File: src/rtl/ahb_bridge_arbiter_if.sv
// Bus bundle between two AHB masters, the arbiter and the shared bridge slave port.
// The arbiter uses the slave modport; the master modport drives the opposite side.
interface ahb_bridge_arbiter_if #(
  parameter int ADDRESSWIDTH = 32,
  parameter int DATAWIDTH    = 32
);
  // master-side request/grant
  logic [1:0]              hbusreq;
  logic [1:0]              hlock;
  logic [1:0]              hgrant;
  logic                    hmaster;

  // per-master address/control/data, packed master-major
  logic [3:0]              m_htrans;
  logic [2*ADDRESSWIDTH-1:0] m_haddr;
  logic [1:0]              m_hwrite;
  logic [5:0]              m_hsize;
  logic [5:0]              m_hburst;
  logic [2*DATAWIDTH-1:0]  m_hwdata;

  // broadcast back to both masters
  logic                    hready;
  logic [DATAWIDTH-1:0]    hrdata;

  // bridge slave port
  logic [1:0]              s_htrans;
  logic [ADDRESSWIDTH-1:0] s_haddr;
  logic                    s_hwrite;
  logic [2:0]              s_hsize;
  logic [2:0]              s_hburst;
  logic [DATAWIDTH-1:0]    s_hwdata;
  logic                    s_hsel;
  logic                    s_hreadyout;
  logic [DATAWIDTH-1:0]    s_hrdata;

  modport slave (
    input  hbusreq, hlock,
    input  m_htrans, m_haddr, m_hwrite, m_hsize, m_hburst, m_hwdata,
    input  s_hreadyout, s_hrdata,
    output hgrant, hmaster, hready, hrdata,
    output s_htrans, s_haddr, s_hwrite, s_hsize, s_hburst, s_hwdata, s_hsel
  );

  modport master (
    output hbusreq, hlock,
    output m_htrans, m_haddr, m_hwrite, m_hsize, m_hburst, m_hwdata,
    output s_hreadyout, s_hrdata,
    input  hgrant, hmaster, hready, hrdata,
    input  s_htrans, s_haddr, s_hwrite, s_hsize, s_hburst, s_hwdata, s_hsel
  );
endinterface

File: src/rtl/ahb_bridge_arbiter.sv
// Two-master AHB arbiter in front of one bridge slave port: per-burst round-robin
// grant with HLOCK retention, address mux by hmaster, write-data mux by data owner.
module ahb_bridge_arbiter #(
  parameter int ADDRESSWIDTH = 32,
  parameter int DATAWIDTH    = 32
) (
  input  logic                clk,
  input  logic                reset_n,
  ahb_bridge_arbiter_if.slave bus
);

  localparam logic [1:0] HTRANS_IDLE   = 2'b00;
  localparam logic [1:0] HTRANS_BUSY   = 2'b01;
  localparam logic [1:0] HTRANS_NONSEQ = 2'b10;
  localparam logic [1:0] HTRANS_SEQ    = 2'b11;

  localparam logic [2:0] HBURST_SINGLE = 3'b000;
  localparam logic [2:0] HBURST_INCR   = 3'b001;
  localparam logic [2:0] HBURST_WRAP4  = 3'b010;
  localparam logic [2:0] HBURST_INCR4  = 3'b011;
  localparam logic [2:0] HBURST_WRAP8  = 3'b100;
  localparam logic [2:0] HBURST_INCR8  = 3'b101;
  localparam logic [2:0] HBURST_WRAP16 = 3'b110;
  localparam logic [2:0] HBURST_INCR16 = 3'b111;

  function automatic logic [3:0] burst_len_m1(input logic [2:0] burst);
    logic [3:0] len;
    case (burst)
      HBURST_WRAP4,  HBURST_INCR4:  len = 4'd3;
      HBURST_WRAP8,  HBURST_INCR8:  len = 4'd7;
      HBURST_WRAP16, HBURST_INCR16: len = 4'd15;
      default:                      len = 4'd0;
    endcase
    return len;
  endfunction

  // per-master views of the packed input buses
  logic [1:0]              htrans_arr [2];
  logic [ADDRESSWIDTH-1:0] haddr_arr  [2];
  logic                    hwrite_arr [2];
  logic [2:0]              hsize_arr  [2];
  logic [2:0]              hburst_arr [2];
  logic [DATAWIDTH-1:0]    hwdata_arr [2];

  genvar gi;
  generate
    for (gi = 0; gi < 2; gi++) begin : g_unpack
      assign htrans_arr[gi] = bus.m_htrans[gi*2 +: 2];
      assign haddr_arr[gi]  = bus.m_haddr[gi*ADDRESSWIDTH +: ADDRESSWIDTH];
      assign hwrite_arr[gi] = bus.m_hwrite[gi];
      assign hsize_arr[gi]  = bus.m_hsize[gi*3 +: 3];
      assign hburst_arr[gi] = bus.m_hburst[gi*3 +: 3];
      assign hwdata_arr[gi] = bus.m_hwdata[gi*DATAWIDTH +: DATAWIDTH];
    end
  endgenerate

  logic [1:0] hgrant_reg;
  logic       hmaster_reg;
  logic       data_owner_reg;
  logic [3:0] beat_cnt_reg;
  logic [3:0] beat_cnt_next;
  logic       last_reg;
  logic       grant_idx_next;

  logic       owner_granted;
  logic [1:0] owner_htrans;
  logic [2:0] owner_hburst;
  logic       fixed_burst;
  logic       final_beat;
  logic       boundary;

  // The address-phase owner only counts once it also holds the grant; during a
  // handover cycle its htrans is ignored and IDLE is presented to the bridge.
  assign owner_granted = hgrant_reg[hmaster_reg];
  assign owner_htrans  = owner_granted ? htrans_arr[hmaster_reg] : HTRANS_IDLE;
  assign owner_hburst  = hburst_arr[hmaster_reg];
  assign fixed_burst   = (owner_hburst[2:1] != 2'b00);
  assign final_beat    = (owner_htrans == HTRANS_SEQ) && fixed_burst && (beat_cnt_reg == 4'd1);

  always_comb begin
    boundary = 1'b0;
    if (owner_granted) begin
      case (owner_htrans)
        HTRANS_IDLE:   boundary = 1'b1;
        HTRANS_BUSY:   boundary = 1'b0;
        HTRANS_NONSEQ: boundary = (owner_hburst == HBURST_SINGLE) ||
                                  ((owner_hburst == HBURST_INCR) && !bus.hbusreq[hmaster_reg]);
        default:       boundary = final_beat;
      endcase
    end
  end

  // Lock retention first, then the requester that was not granted last, else park on M0.
  always_comb begin
    grant_idx_next = 1'b0;
    if (bus.hlock[hmaster_reg] && bus.hbusreq[hmaster_reg]) begin
      grant_idx_next = hmaster_reg;
    end else if (bus.hbusreq[~last_reg]) begin
      grant_idx_next = ~last_reg;
    end else if (bus.hbusreq[last_reg]) begin
      grant_idx_next = last_reg;
    end
  end

  always_comb begin
    beat_cnt_next = beat_cnt_reg;
    if (owner_htrans == HTRANS_NONSEQ) begin
      beat_cnt_next = burst_len_m1(owner_hburst);
    end else if ((owner_htrans == HTRANS_SEQ) && (beat_cnt_reg != 4'd0)) begin
      beat_cnt_next = beat_cnt_reg - 4'd1;
    end
  end

  // Everything advances only on accepted cycles so a bridge stall freezes the state.
  always_ff @(posedge clk or negedge reset_n) begin
    if (!reset_n) begin
      hgrant_reg     <= 2'b01;
      hmaster_reg    <= 1'b0;
      data_owner_reg <= 1'b0;
      beat_cnt_reg   <= 4'd0;
      last_reg       <= 1'b1;
    end else if (bus.s_hreadyout) begin
      data_owner_reg <= hmaster_reg;
      hmaster_reg    <= hgrant_reg[1];
      beat_cnt_reg   <= beat_cnt_next;
      if (boundary) begin
        hgrant_reg <= grant_idx_next ? 2'b10 : 2'b01;
        if (|bus.hbusreq) begin
          last_reg <= grant_idx_next;
        end
      end
    end
  end

  assign bus.hgrant  = hgrant_reg;
  assign bus.hmaster = hmaster_reg;
  assign bus.hready  = bus.s_hreadyout;
  assign bus.hrdata  = bus.s_hrdata;

  // Select is killed combinationally by reset so the bridge sees nothing mid-reset.
  assign bus.s_htrans = reset_n ? owner_htrans : HTRANS_IDLE;
  assign bus.s_hsel   = reset_n && owner_htrans[1];
  assign bus.s_haddr  = haddr_arr[hmaster_reg];
  assign bus.s_hwrite = hwrite_arr[hmaster_reg];
  assign bus.s_hsize  = hsize_arr[hmaster_reg];
  assign bus.s_hburst = hburst_arr[hmaster_reg];
  assign bus.s_hwdata = hwdata_arr[data_owner_reg];

endmodule

File: src/flat_wrapper.sv
// flat-port wrapper written by rule: the top's interface ports become plain ports
module ahb_bridge_arbiter_flat 
#(
  parameter int ADDRESSWIDTH = 32,
  parameter int DATAWIDTH    = 32
)
  (clk, reset_n, bus_hbusreq, bus_hlock, bus_m_htrans, bus_m_haddr, bus_m_hwrite, bus_m_hsize, bus_m_hburst, bus_m_hwdata, bus_s_hreadyout, bus_s_hrdata, bus_hgrant, bus_hmaster, bus_hready, bus_hrdata, bus_s_htrans, bus_s_haddr, bus_s_hwrite, bus_s_hsize, bus_s_hburst, bus_s_hwdata, bus_s_hsel);
  ahb_bridge_arbiter_if #(.ADDRESSWIDTH(ADDRESSWIDTH), .DATAWIDTH(DATAWIDTH)) bus_i ();
  input  logic clk;
  input  logic reset_n;
  input wire logic [$bits(bus_i.hbusreq)-1:0] bus_hbusreq;
  input wire logic [$bits(bus_i.hlock)-1:0] bus_hlock;
  input wire logic [$bits(bus_i.m_htrans)-1:0] bus_m_htrans;
  input wire logic [$bits(bus_i.m_haddr)-1:0] bus_m_haddr;
  input wire logic [$bits(bus_i.m_hwrite)-1:0] bus_m_hwrite;
  input wire logic [$bits(bus_i.m_hsize)-1:0] bus_m_hsize;
  input wire logic [$bits(bus_i.m_hburst)-1:0] bus_m_hburst;
  input wire logic [$bits(bus_i.m_hwdata)-1:0] bus_m_hwdata;
  input wire logic [$bits(bus_i.s_hreadyout)-1:0] bus_s_hreadyout;
  input wire logic [$bits(bus_i.s_hrdata)-1:0] bus_s_hrdata;
  output wire logic [$bits(bus_i.hgrant)-1:0] bus_hgrant;
  output wire logic [$bits(bus_i.hmaster)-1:0] bus_hmaster;
  output wire logic [$bits(bus_i.hready)-1:0] bus_hready;
  output wire logic [$bits(bus_i.hrdata)-1:0] bus_hrdata;
  output wire logic [$bits(bus_i.s_htrans)-1:0] bus_s_htrans;
  output wire logic [$bits(bus_i.s_haddr)-1:0] bus_s_haddr;
  output wire logic [$bits(bus_i.s_hwrite)-1:0] bus_s_hwrite;
  output wire logic [$bits(bus_i.s_hsize)-1:0] bus_s_hsize;
  output wire logic [$bits(bus_i.s_hburst)-1:0] bus_s_hburst;
  output wire logic [$bits(bus_i.s_hwdata)-1:0] bus_s_hwdata;
  output wire logic [$bits(bus_i.s_hsel)-1:0] bus_s_hsel;
  assign bus_i.hbusreq = bus_hbusreq;
  assign bus_i.hlock = bus_hlock;
  assign bus_i.m_htrans = bus_m_htrans;
  assign bus_i.m_haddr = bus_m_haddr;
  assign bus_i.m_hwrite = bus_m_hwrite;
  assign bus_i.m_hsize = bus_m_hsize;
  assign bus_i.m_hburst = bus_m_hburst;
  assign bus_i.m_hwdata = bus_m_hwdata;
  assign bus_i.s_hreadyout = bus_s_hreadyout;
  assign bus_i.s_hrdata = bus_s_hrdata;
  assign bus_hgrant = bus_i.hgrant;
  assign bus_hmaster = bus_i.hmaster;
  assign bus_hready = bus_i.hready;
  assign bus_hrdata = bus_i.hrdata;
  assign bus_s_htrans = bus_i.s_htrans;
  assign bus_s_haddr = bus_i.s_haddr;
  assign bus_s_hwrite = bus_i.s_hwrite;
  assign bus_s_hsize = bus_i.s_hsize;
  assign bus_s_hburst = bus_i.s_hburst;
  assign bus_s_hwdata = bus_i.s_hwdata;
  assign bus_s_hsel = bus_i.s_hsel;
  ahb_bridge_arbiter #(.ADDRESSWIDTH(ADDRESSWIDTH), .DATAWIDTH(DATAWIDTH)) u_core (.clk(clk), .reset_n(reset_n), .bus(bus_i));
endmodule
File: config.mk
export PLATFORM = sky130hd
export DESIGN_NAME = ahb_bridge_arbiter_flat
export DESIGN_NICKNAME = d
export VERILOG_FILES = /design/src/rtl/ahb_bridge_arbiter_if.sv /design/src/rtl/ahb_bridge_arbiter.sv /design/src/flat_wrapper.sv
export SDC_FILE = /design/constraint.sdc
export NUM_CORES = 1
export LEC_CHECK = 0
export CAP_MARGIN = 10
export CORE_AREA = 2 2 116 118
export DETAILED_ROUTE_END_ITERATION = 8
export DIE_AREA = 0 0 118 120
export PLACE_DENSITY = 0.66
export SLEW_MARGIN = 20
export SYNTH_ARGS = -nofsm -noshare
export SYNTH_HDL_FRONTEND = slang
export SYNTH_SLANG_ARGS = --single-unit
File: constraint.sdc
create_clock -name clk -period 1.7 [get_ports clk]
set_input_delay 0.51 -clock clk [delete_from_list [all_inputs] [get_ports clk]]
set_output_delay 0.51 -clock clk [all_outputs]
set_load 0.02 [all_outputs]
==> flow_metrics.tcl, run 1 <==
set metrics [dict create \
    status "finished, violations left" \
    violations "setup timing" \
    critPathKind "flop to output pin" \
    rsz0062_at_grt "yes" \
    grt_pass1_vias 2585 \
    dp_slack_ns -0.7669 \
    dp.cells 571 \
    setup_viol 78 \
    drive_above_1_share_pct 53.07 \
    synth_edf_count 0 \
    post-route-cell-area_um2 5104 \
    cp_cell_sequence "buf_12 > buf_12 > clkbuf_16 > mux2_4 > buf_6" \
    final_core_util_pct 39.32 \
    portBuffers 230 \
    path_max_fanout 6 \
    crit_required_ns 1.19 \
    drt-vias-per-instance 4.023 \
    largest_reg_flops 4 \
    worst_slew_pin_slew_ns 0.3728 \
    design.die.area_um2 14160 \
    synth_area_leaders "mux2_2 (46%), buf_4 (14%), dfrtp_1 (10%)" \
    p_per_area_nw_per_um2 1346 \
    grt-ovfl-total 0 \
    cts.htree.levels 1 \
    antennaDiodeCount 0 \
    ys.flop_type "dfrtp_1" \
    syn-cell-area_um2 1760 \
    fin_crit_sh_pct 119.7 \
    max_freq_mhz 491.6 \
    antenna_found_initial 0 \
    startpoint_type "flop" \
    hp-class "flop to flop" \
    power_mw 6.868 \
    cp.arrival_ns 1.52 \
    finClkSkew_ns 0.001801 \
    async_flop_share_pct 100.0 \
    syn_inst 181 \
    rows 42 \
    relSlewSlack_pct 75.15 \
    routed-wl-met3_um 1017 \
    route.met2.wl_um 5502 \
    drcViolationCount 0 \
    synth_cell_types 39 \
    wl_per_cell_um 16.84 \
    area_delta_synth_final_pct 189.9 \
    grt_first_pass_wirelength_um 14460 \
    clock-sinks 9 \
    cpMostUsedCell "buf_12" \
    layout.nets 612 \
    clk_pin_slew_ns 0.04 \
    synth_seq_cells 9 \
    hpwl_um 7714 \
    die_width_um 118 \
    num_vias 2414 \
    nFillCells 1277 \
    dr.max_layer_used "met4" \
    ir_worst_vdd_mv 0.4234 \
    yosysWarnings 0 \
    clock_latency_ns 0.23 \
    yosysTopAreaCell "mux2_2" \
    wl_met1_um 3384 \
    finalCriticalPeriod_ns 2.034 \
    netlist.area_leader.share_pct 46.06 \
    initial_utilization_pct 13.56 \
    cts_tree "done" \
    synth-seq-area-share_pct 12.94 \
    hold_viol_final 0 \
    worst_setup_path_end_kind "output pin" \
    grt_start_max_net_pins 17 \
    io_pins 295 \
    cts_buffers 3 \
    dr.pass1.iters 4 \
    leakage_nw 2.341 \
    syn-num-nets 368 \
    ant_nets 0 \
    core_area_um2 12980 \
    clockBufferDepth 2 \
    dpl_cell_area_um2 4338 \
    fin_ws_ns -0.3344 \
    layout.cells.non_filler 600 \
    critical-path-max-stage-delay_ns 0.41 \
    drt-total-wl_um 10100 \
    holdBufCountCts 0 \
    die_h_um 120 \
    track_usage_pct 13.04 \
    gp_congestion 0.7845 \
    drtIter0Drc 33 \
    avgSynthCellArea_um2 9.726 \
    root_buffer "clkbuf_16" \
    maxCapViolations 0 \
    critPathSlowestCell "dfrtp_2" \
    drv_slew 0 \
]
cell families after synthesis:
| group | synth area share [%] |
|---|---|
| compound gates | 11.73 |
| fa+ha+maj | 1.421 |
| buf+inv | 18.19 |
| flops | 12.94 |
| mux | 49.32 |
| simple gates | 6.397 |
area by class of cell:
type                       count  area (um^2)  share of cell area [%]
timing repair buffer         283         3019                   59.16
inverter                       4        15.01                  0.2942
multi-input combinational    124         1540                   30.18
tap                          176        220.2                   4.315
clock buffer                   4        78.83                   1.544
sequential                     9        230.2                   4.511
what timing repair did:
item,in CTS,in global routing
endpoints found under the setup margin,84,82
gates cloned,7,4
pin swaps,9,5
gates resized for setup,439,89
buffers inserted,8,10
Yosys cell counts, types with 2 or more instances:
cell       n
a21oi_1    5
ha_1       2
buf_2      4
nor2b_1    2
clkbuf_1   4
buf_4     34
nand2_1    8
nor2_1     4
inv_1      4
a21boi_4   2
mux2_2    72
mux2i_1    2
dfrtp_1    7
a31oi_1    3
dfstp_2    2
o21ai_0    3
routing by layer:
| metal | vias to the layer above | track usage (%) |
|---|---|---|
| li1 | 1111 | - |
| met1 | 1104 | 13.27 |
| met2 | 183 | 25.55 |
| met3 | 16 | 4.230 |
| met4 | 0 | 3.163 |
| met5 | - | 0 |
critical path, delay by kind of cell (launching register included):
family / cells / cell delay [ns]
buffers and inverters: 4 / 0.56
DFF: 1 / 0.41
muxes: 1 / 0.31
placed cells by master, fill, tap and decap left out, types with 2 or more instances in the layout:
cell               n
a21oi_1            4
buf_8              2
dfrtp_1            5
clkbuf_16          8
dlygate4sd2_1     18
dfstp_2            2
mux2_2             2
mux2_4            71
nand2_1            7
a21boi_4           2
buf_16             3
a31oi_1            3
dfrtp_2            2
nor2_1             4
o21ai_0            3
buf_12             5
mux2i_1            2
buf_4             35
clkdlybuf4s50_1  131
dlymetal6s2s_1     4
buf_6             79
inv_1              4
ha_1               2
metrics by stage:
step                hold slack [ns]  setup TNS, ns
floorplan                    0.2144         -3.120
CTS                          0.5107         -16.46
global placement             0.4982         -42.39
detailed placement           0.5061         -43.24
finish                       0.5091         -19.06
global route                 0.5358         -21.87
power breakdown:
part           internal [mW]  leakage [nW]  total, mW  switching (mW)
Clock                  0.314        0.0382      0.416           0.103
Combinational           3.56          2.20       5.97            2.41
Sequential             0.341         0.100      0.485           0.144
worst paths after layout:
kind / to / from / depth (start not counted) / slack (ns)
max: bus_s_haddr[7] / u_core.bus.hmaster / 5 / -0.33
min: u_core.bus.hgrant[0] / u_core.bus.hgrant[0] / 2 / 0.51
max reg2reg: u_core.bus.hgrant[1] / u_core.bus.hmaster / 7 / -0.31
min reg2reg: u_core.bus.hgrant[0] / u_core.bus.hgrant[0] / 2 / 0.51
max in group asynchronous: u_core.last_reg / reset_n / 2 / 0.85
min in group asynchronous: u_core.bus.hgrant[1] / reset_n / 2 / 0.64
Power figures use the tool's default switching activity.
==> inputs of run 2 (changes only) <==
Settings changed: CTS_BUF_LIST set to sky130_fd_sc_hd__clkbuf_2.
==> flow_metrics.tcl, run 2 (synthesized netlist as in run 1, its figures left out) <==
set metrics [dict create \
    die_width_um 118 \
    design.die.area_um2 14160 \
    holdBufCountCts 0 \
    setup_viol 78 \
    wl_per_cell_um 16.75 \
    crit_required_ns 1.84 \
    maxCapViolations 0 \
    critical-path-max-stage-delay_ns 0.47 \
    rsz0062_at_grt "yes" \
    path_max_fanout 5 \
    cts.htree.levels 1 \
    worst_setup_path_end_kind "flop" \
    area_delta_synth_final_pct 187.2 \
    startpoint_type "flop" \
    num_vias 2389 \
    io_pins 295 \
    drcViolationCount 0 \
    drt-vias-per-instance 3.962 \
    track_usage_pct 13.10 \
    hp-class "flop to flop" \
    fin_crit_sh_pct 118.9 \
    largest_reg_flops 4 \
    p_per_area_nw_per_um2 1323 \
    finalCriticalPeriod_ns 2.022 \
    rows 42 \
    core_area_um2 12980 \
    crit_family "flip-flops" \
    clock_latency_ns 0.24 \
    dp.cells 571 \
    grt_start_max_net_pins 34 \
    grt_first_pass_wirelength_um 14500 \
    gp_congestion 0.7845 \
    dr.pass1.iters 4 \
    mostFrequentLayoutCell "clkdlybuf4s50_1" \
    layout.cells.non_filler 603 \
    nFillCells 1288 \
    cts_buffers 3 \
    critPathSlowestCell "dfrtp_2" \
    clk_pin_slew_ns 0.09 \
    final.setup.tns_ns -19.69 \
    drtIter0Drc 37 \
    antennaDiodeCount 0 \
    grt_pass1_vias 2587 \
    grt-ovfl-total 0 \
    fin_ws_ns -0.3217 \
    violations "setup timing" \
    clockBufferDepth 2 \
    portBuffers 230 \
    final_cell_mix "clkdlybuf4s50_1 (148), buf_6 (81), mux2_4 (64), buf_4 (27)" \
    max_freq_mhz 494.6 \
    cts_tree "done" \
    initial_utilization_pct 13.56 \
    die_h_um 120 \
    drive_above_1_share_pct 53.86 \
    ir_worst_vdd_mv 0.4235 \
    antenna_found_initial 0 \
    finClkSkew_ns 0.0003880 \
    hpwl_um 7714 \
    ant_nets 0 \
    relSlewSlack_pct 74.40 \
    critPathKind "flop to flop" \
    leakage_nw 2.259 \
    cp_cell_sequence "buf_12 > buf_16 > buf_8 > nand2b_4 > o32a_1 > a41oi_4 > nor3_4 > mux2_4" \
    worst_slew_pin_slew_ns 0.3840 \
    drv_slew 0 \
    hold_viol_final 0 \
    cp.arrival_ns 2.16 \
    root_buffer "clkbuf_2" \
    status "finished, violations left" \
    critPathBufInv 3 \
    drt-total-wl_um 10100 \
    clock-sinks 9 \
    layout.nets 615 \
]
==> run 2: worst paths after layout <==
path                                      start                    to  slack, ns  depth (start not counted)
max                          u_core.bus.hmaster  u_core.bus.hgrant[1]      -0.32                          8
min                        u_core.bus.hgrant[0]  u_core.bus.hgrant[0]       0.53                          2
max reg2reg                  u_core.bus.hmaster  u_core.bus.hgrant[1]      -0.32                          8
min reg2reg                u_core.bus.hgrant[0]  u_core.bus.hgrant[0]       0.53                          2
max in group asynchronous               reset_n       u_core.last_reg       0.87                          2
min in group asynchronous               reset_n  u_core.bus.hgrant[1]       0.61                          2
==> run 2: worst register-to-register path, stage by stage (launching register included) <==
cell,delay (ns)
dfrtp_2,0.47
buf_12,0.17
buf_16,0.15
buf_8,0.13
nand2b_4,0.06
o32a_1,0.21
a41oi_4,0.16
nor3_4,0.25
mux2_4,0.33
==> run 2: area by class of cell <==
type,instances,area [um^2],share of cell area (%)
clock buffer,4,20.02,0.3959
tap,176,220.2,4.355
multi-input combinational,124,1521,30.09
timing repair buffer,286,3049,60.31
inverter,4,15.01,0.2970
sequential,9,230.2,4.553
==> run 2: routing by layer <==
metal / up-vias / part of all wire, % / GRT usage, %
met5: - / 0 / 0
met3: 10 / 9.9 / 4.183
li1: 1119 / - / -
met2: 176 / 55 / 25.33
met4: 0 / 1.0 / 3.163
met1: 1084 / 34 / 13.64
==> run 2: stage by stage <==
step | cell area [um^2] | setup slack, ns | utilization, % | hold slack, ns | total power [mW]
global placement | 4338 | -0.7323 | 33.42 | 0.4982 | 4.848
detailed placement | 4338 | -0.7669 | 33.42 | 0.5061 | 4.918
finish | 5056 | -0.3217 | 38.95 | 0.5284 | 6.692
floorplan | 1947 | -0.09266 | - | 0.2144 | 3.183
global route | 5056 | -0.4104 | 38.95 | 0.5436 | 7.029
CTS | 4633 | -0.4008 | 35.70 | 0.5190 | 5.974
==> run 2: what timing repair did <==
action	in CTS	in global routing
pin swaps	6	2
endpoints found under the setup margin	84	84
buffers inserted	11	13
gates resized for setup	382	116
cloned	6	3
==> run 2: power by group <==
group / switching, mW / internal, mW / leakage (nW)
logic: 2.43 / 3.63 / 2.14
clock network: 0.0766 / 0.0625 / 0.0166
registers: 0.147 / 0.339 / 0.100
